## src/rtl/slice_serial_adder.sv

```systemverilog
// slice_serial_adder: adds two NUMBITS*NUMSLICES-bit operands one NUMBITS-wide
// carry-lookahead slice per clock, least-significant slice first, with the
// carry registered between slices.
//
// Handshake: start is a request sampled on the rising edge. It is accepted
// only when the block is IDLE or DONE (never while busy). The accepting edge
// captures a_in/b_in/c_in. done is a one-cycle pulse; s_out/c_out hold the
// new result from that pulse until the next completion.
//
// State encoding, visible on state_dbg: IDLE=0, RUN=1, DONE=2.
module slice_serial_adder #(
    parameter int NUMBITS   = 4,
    parameter int NUMSLICES = 4
) (
    input  logic                           clk,
    input  logic                           reset,
    input  logic                           start,
    input  logic [NUMBITS*NUMSLICES-1:0]   a_in,
    input  logic [NUMBITS*NUMSLICES-1:0]   b_in,
    input  logic                           c_in,
    output logic                           busy,
    output logic                           done,
    output logic [NUMBITS*NUMSLICES-1:0]   s_out,
    output logic                           c_out,
    output logic [1:0]                     state_dbg
);

    localparam int W    = NUMBITS * NUMSLICES;
    localparam int IDXW = (NUMSLICES > 1) ? $clog2(NUMSLICES) : 1;
    localparam logic [IDXW-1:0] LAST_IDX   = IDXW'(NUMSLICES - 1);
    localparam logic [W-1:0]    SLICE_MASK = W'({NUMBITS{1'b1}});

    typedef enum logic [1:0] {
        IDLE = 2'd0,
        RUN  = 2'd1,
        DONE = 2'd2
    } state_t;

    state_t state, state_next;

    logic [W-1:0]       a_reg, b_reg, work, work_next;
    logic               carry_reg;
    logic [IDXW-1:0]    idx;
    logic [31:0]        sh;
    logic [NUMBITS-1:0] sl_a, sl_b, sl_s;
    logic               sl_c;
    logic               accept, last_slice;

    assign accept     = start && ((state == IDLE) || (state == DONE));
    assign last_slice = (state == RUN) && (idx == LAST_IDX);
    assign busy       = (state == RUN);
    assign done       = (state == DONE);
    assign state_dbg  = state;

    // Select the current slice of each captured operand.
    always_comb begin
        sh   = 32'(idx) * 32'(NUMBITS);
        sl_a = NUMBITS'(a_reg >> sh);
        sl_b = NUMBITS'(b_reg >> sh);
    end

    // Carry-lookahead slice: generate/propagate with the registered carry-in.
    always_comb begin
        logic [NUMBITS-1:0] g, p;
        logic [NUMBITS:0]   cy;
        g     = sl_a & sl_b;
        p     = sl_a ^ sl_b;
        cy    = '0;
        cy[0] = carry_reg;
        for (int i = 0; i < NUMBITS; i++) begin
            cy[i+1] = g[i] | (p[i] & cy[i]);
        end
        sl_s = p ^ cy[NUMBITS-1:0];
        sl_c = cy[NUMBITS];
    end

    // Merge the slice sum into its position of the working sum.
    always_comb begin
        work_next = (work & ~(SLICE_MASK << sh)) | (W'(sl_s) << sh);
    end

    // State register.
    always_ff @(posedge clk or posedge reset) begin
        if (reset) begin
            state <= IDLE;
        end else begin
            state <= state_next;
        end
    end

    // Next-state logic; DONE accepts a new request exactly like IDLE.
    always_comb begin
        state_next = state;
        case (state)
            IDLE:    if (accept) state_next = RUN;
            RUN:     if (last_slice) state_next = DONE;
            DONE:    state_next = accept ? RUN : IDLE;
            default: state_next = IDLE;
        endcase
    end

    // Operand capture, per-slice accumulation and result update.
    always_ff @(posedge clk or posedge reset) begin
        if (reset) begin
            a_reg     <= '0;
            b_reg     <= '0;
            carry_reg <= 1'b0;
            work      <= '0;
            idx       <= '0;
            s_out     <= '0;
            c_out     <= 1'b0;
        end else if (accept) begin
            a_reg     <= a_in;
            b_reg     <= b_in;
            carry_reg <= c_in;
            work      <= '0;
            idx       <= '0;
        end else if (state == RUN) begin
            work      <= work_next;
            carry_reg <= sl_c;
            idx       <= last_slice ? '0 : idx + 1'b1;
            if (last_slice) begin
                s_out <= work_next;
                c_out <= sl_c;
            end
        end
    end

endmodule
```

## config.mk

```make
export PLATFORM = sky130hd
export DESIGN_NAME = slice_serial_adder
export DESIGN_NICKNAME = d
export VERILOG_FILES = /design/src/rtl/slice_serial_adder.sv
export SDC_FILE = /design/constraint.sdc
export NUM_CORES = 1
export LEC_CHECK = 0
export ABC_AREA = 0
export BUFFER_PORTS_ARGS = -buffer_cell sky130_fd_sc_hd__buf_2
export CORE_ASPECT_RATIO = 0.8
export CORE_MARGIN = 2
export CORE_UTILIZATION = 50
export DETAILED_ROUTE_END_ITERATION = 6
export GPL_ROUTABILITY_DRIVEN = 0
export PLACE_DENSITY = 0.73
export REMOVE_ABC_BUFFERS = 1
export SETUP_SLACK_MARGIN = 0.3
export SYNTH_ARGS = -nofsm -noshare
export SYNTH_HDL_FRONTEND = slang
export SYNTH_SLANG_ARGS = --single-unit
```

## constraint.sdc

```tcl
create_clock -name clk -period 8 [get_ports clk]
set_clock_uncertainty 0.2 [all_clocks]
set_input_delay 0.4 -clock clk [delete_from_list [all_inputs] [get_ports clk]]
set_output_delay 0.4 -clock clk [all_outputs]
set_load 0.02 [all_outputs]
```

==> impl_metrics.tcl <==
set metrics [dict create \
    finalCritPeriodShare 0.417 \
    grt_usage 0.197 \
    fmax_ghz 0.300 \
    seq_area_um2 1650 \
    worstPathRequired_ns 8.01 \
    internal_power_mw 1.14 \
    post-route-cell-area_um2 3680 \
    fin_setup_tns_ns 0 \
    p_leak_nw 1.78 \
    port_buffers 56 \
    cts_setup_buffers 0 \
    drt_iter0_markers 137 \
    syn_to_final_growth_pct 15.7 \
    synthCells 232 \
    r2r_cells 9 \
    final_hold_viol_count 0 \
    die_w_um 93.2 \
    critPathLaunchType "register" \
    clk_path_buf_depth 2 \
    fp.coreArea_um2 6040 \
    cts_max_level 3 \
    drive_gt1_frac 0.424 \
    post_cts_resized 0 \
    postRouteAntennaNets 0 \
    clock_power_share 0.153 \
    first_global_vias 2068 \
    die_y_um 75.3 \
    grtUsageMet2 0.316 \
    vias 1976 \
    crit_arrival_ns 3.34 \
    ys_seq_area_frac 0.519 \
    sw_frac_of_total 0.395 \
    tightest_slew_ns 0.825 \
    setup_viol 0 \
    netlist_area_um2 3180 \
    place_hpwl_mm 4.15 \
    grtUsageMet3 0.0584 \
    post-route-util 0.609 \
    combPwrFrac 0.533 \
    setup.worst_path.end_class "register" \
    p_per_area_nw_per_um2 511 \
    firstDrtPassIters 4 \
    overflow 0 \
    diodes 0 \
    yosys_warnings 0 \
    grt_max_degree 67 \
    cts_root_buffer "clkbuf_8" \
    rsz0062_at_grt "false" \
    synth.avg_cell_area_um2 13.7 \
    cts.hold.buffers_added 0 \
    peakVddDrop_mv 0.271 \
    cts.clk_slew.worst_paths_ns 0.07 \
    multi_input_area_um2 1360 \
    dieArea_um2 7020 \
    status "complete, no violations" \
    drv_cap 0 \
    wirelength_mm 6.11 \
    path_class "reg2reg" \
    hold_class "in2async" \
    grt_pass1_wl_mm 10.4 \
    grtUsageMet1 0.268 \
    cts_made_buffers 9 \
    final_cell_count_no_fill 371 \
    fin_crit_ns 3.33 \
    start_util 0.527 \
    clock-sinks 66 \
    crit_path_max_fanout 20 \
    antenna_found_initial 0 \
    slew_headroom 0.450 \
    dp_cells 356 \
    wl_per_cell_um 16.5 \
    vias_per_cell 5.33 \
    pin_count 57 \
    slew_viol_final 0 \
    ys_ff_latch 66 \
    fp-row-count 25 \
    insertion_delay_ns 0.34 \
    pwr-share-seq 0.315 \
    nets 330 \
    tritoncts "yes" \
    busiest_layer "met2" \
    n_fill_cell 494 \
    placed_cell_area_um2 3470 \
    route.detailed.drc 0 \
    ys_types 35 \
    power.switching_mw 0.742 \
]
area by class of cell:
class                           count  area share
Clock buffer                       13      0.0459
Clock inverter                      2     0.00953
Inverter                           14      0.0150
Multi-Input combinational cell    136       0.371
Sequential cell                    66       0.449
Tap cell                           81      0.0276
Timing Repair Buffer               59      0.0823
stage by stage:
| stage | power (mW) | setup WS, ns | hold slack, ns |
|---|---|---|---|
| CTS | 1.89 | 4.64 | 0.0753 |
| global placement | 1.56 | 4.75 | 0.260 |
| global route | 2.01 | 4.44 | 0.0771 |
| floorplan | 1.34 | 4.00 | 0.258 |
| finish | 1.88 | 4.67 | 0.0857 |
| detailed placement | 1.60 | 4.65 | 0.270 |
Yosys cell counts:
cell type	count	area, um^2
a21oi_1	7	35.0
a21oi_2	1	8.76
a21oi_4	2	32.5
a221oi_1	1	8.76
a221oi_2	1	15.0
a22o_1	6	52.6
a22oi_1	3	22.5
a2bb2oi_1	4	35.0
a32o_1	6	60.1
and2_0	1	6.26
and2b_1	1	7.51
buf_2	4	20.0
buf_4	2	15.0
buf_6	6	67.6
clkbuf_1	4	15.0
dfrtp_1	66	1650
fa_1	4	80.1
ha_1	4	50.1
inv_1	13	48.8
inv_4	1	6.26
mux2_2	1	11.3
mux2_4	32	480
mux4_2	8	180
nand2_1	20	75.1
nand2b_1	2	12.5
nand2b_2	1	8.76
nand3b_2	1	11.3
nor2_1	5	18.8
nor2b_1	5	31.3
nor3_1	2	10.0
o21ai_0	2	10.0
o21ai_1	11	55.1
o21bai_1	1	7.51
o31ai_1	3	22.5
or3_1	1	6.26
placed cells by master (no fill, tap or decap), drive strengths merged, types with 2 or more instances in the layout:
| cell type | netlist | final |
|---|---|---|
| inv | 14 | 14 |
| a32o | 6 | 6 |
| nand2b | 3 | 3 |
| ha | 4 | 4 |
| o31ai | 3 | 3 |
| nor3 | 2 | 2 |
| dfrtp | 66 | 66 |
| a21oi | 10 | 10 |
| mux2 | 33 | 33 |
| o21ai | 13 | 13 |
| nor2 | 5 | 5 |
| fa | 4 | 4 |
| buf | 12 | 59 |
| mux4 | 8 | 8 |
| a221oi | 2 | 2 |
| nand2 | 20 | 20 |
| clkbuf | 4 | 13 |
| nor2b | 5 | 5 |
| a22oi | 3 | 3 |
| a2bb2oi | 4 | 4 |
| a22o | 6 | 6 |
power by group through the flow:
stage	clock [mW]	combinational, mW	sequential, mW
floorplan	0	0.720	0.624
global placement	0	0.969	0.594
CTS	0.292	1.00	0.594
finish	0.287	1.00	0.591
detailed placement	0	1.00	0.596
global route	0.309	1.09	0.612
cell families after synthesis:
family	after synthesis	share of synthesized area
AOI/OAI and AO/OA	48	0.115
adders and majority gates	8	0.0409
buffers and inverters	30	0.0543
DFF	66	0.519
muxes	41	0.211
and+or+nand+nor	39	0.0590
routing by layer:
layer / share of wire / wire, um / up-vias
met4: 0.014 / 84 / 0
met1: 0.47 / 2900 / 986
met5: 0 / 0 / -
met3: 0.053 / 327 / 9
met2: 0.46 / 2800 / 53
li1: - / - / 928
worst max-delay path: stages (launching register included):
cell and delay (ns):
dfrtp_1 0.78, mux4_2 0.35, fa_1 0.17, inv_1 0.05, fa_1 0.38, fa_1 0.37
inv_1 0.07, fa_1 0.52, a22oi_1 0.22, o21ai_1 0.07
final timing paths:
check / startpoint / endpoint / slack (ns)
worst max-delay path: idx[1] / s_out[3] / 4.67
worst min-delay path: reset / b_reg[10] / 0.09
worst max register to register: idx[1] / s_out[3] / 4.67
worst min register to register: s_out[13] / s_out[13] / 0.27
max in group asynchronous: reset / a_reg[14] / 6.97
min in group clk: b_in[15] / b_reg[15] / 0.09
Power figures use the tool's default switching activity.
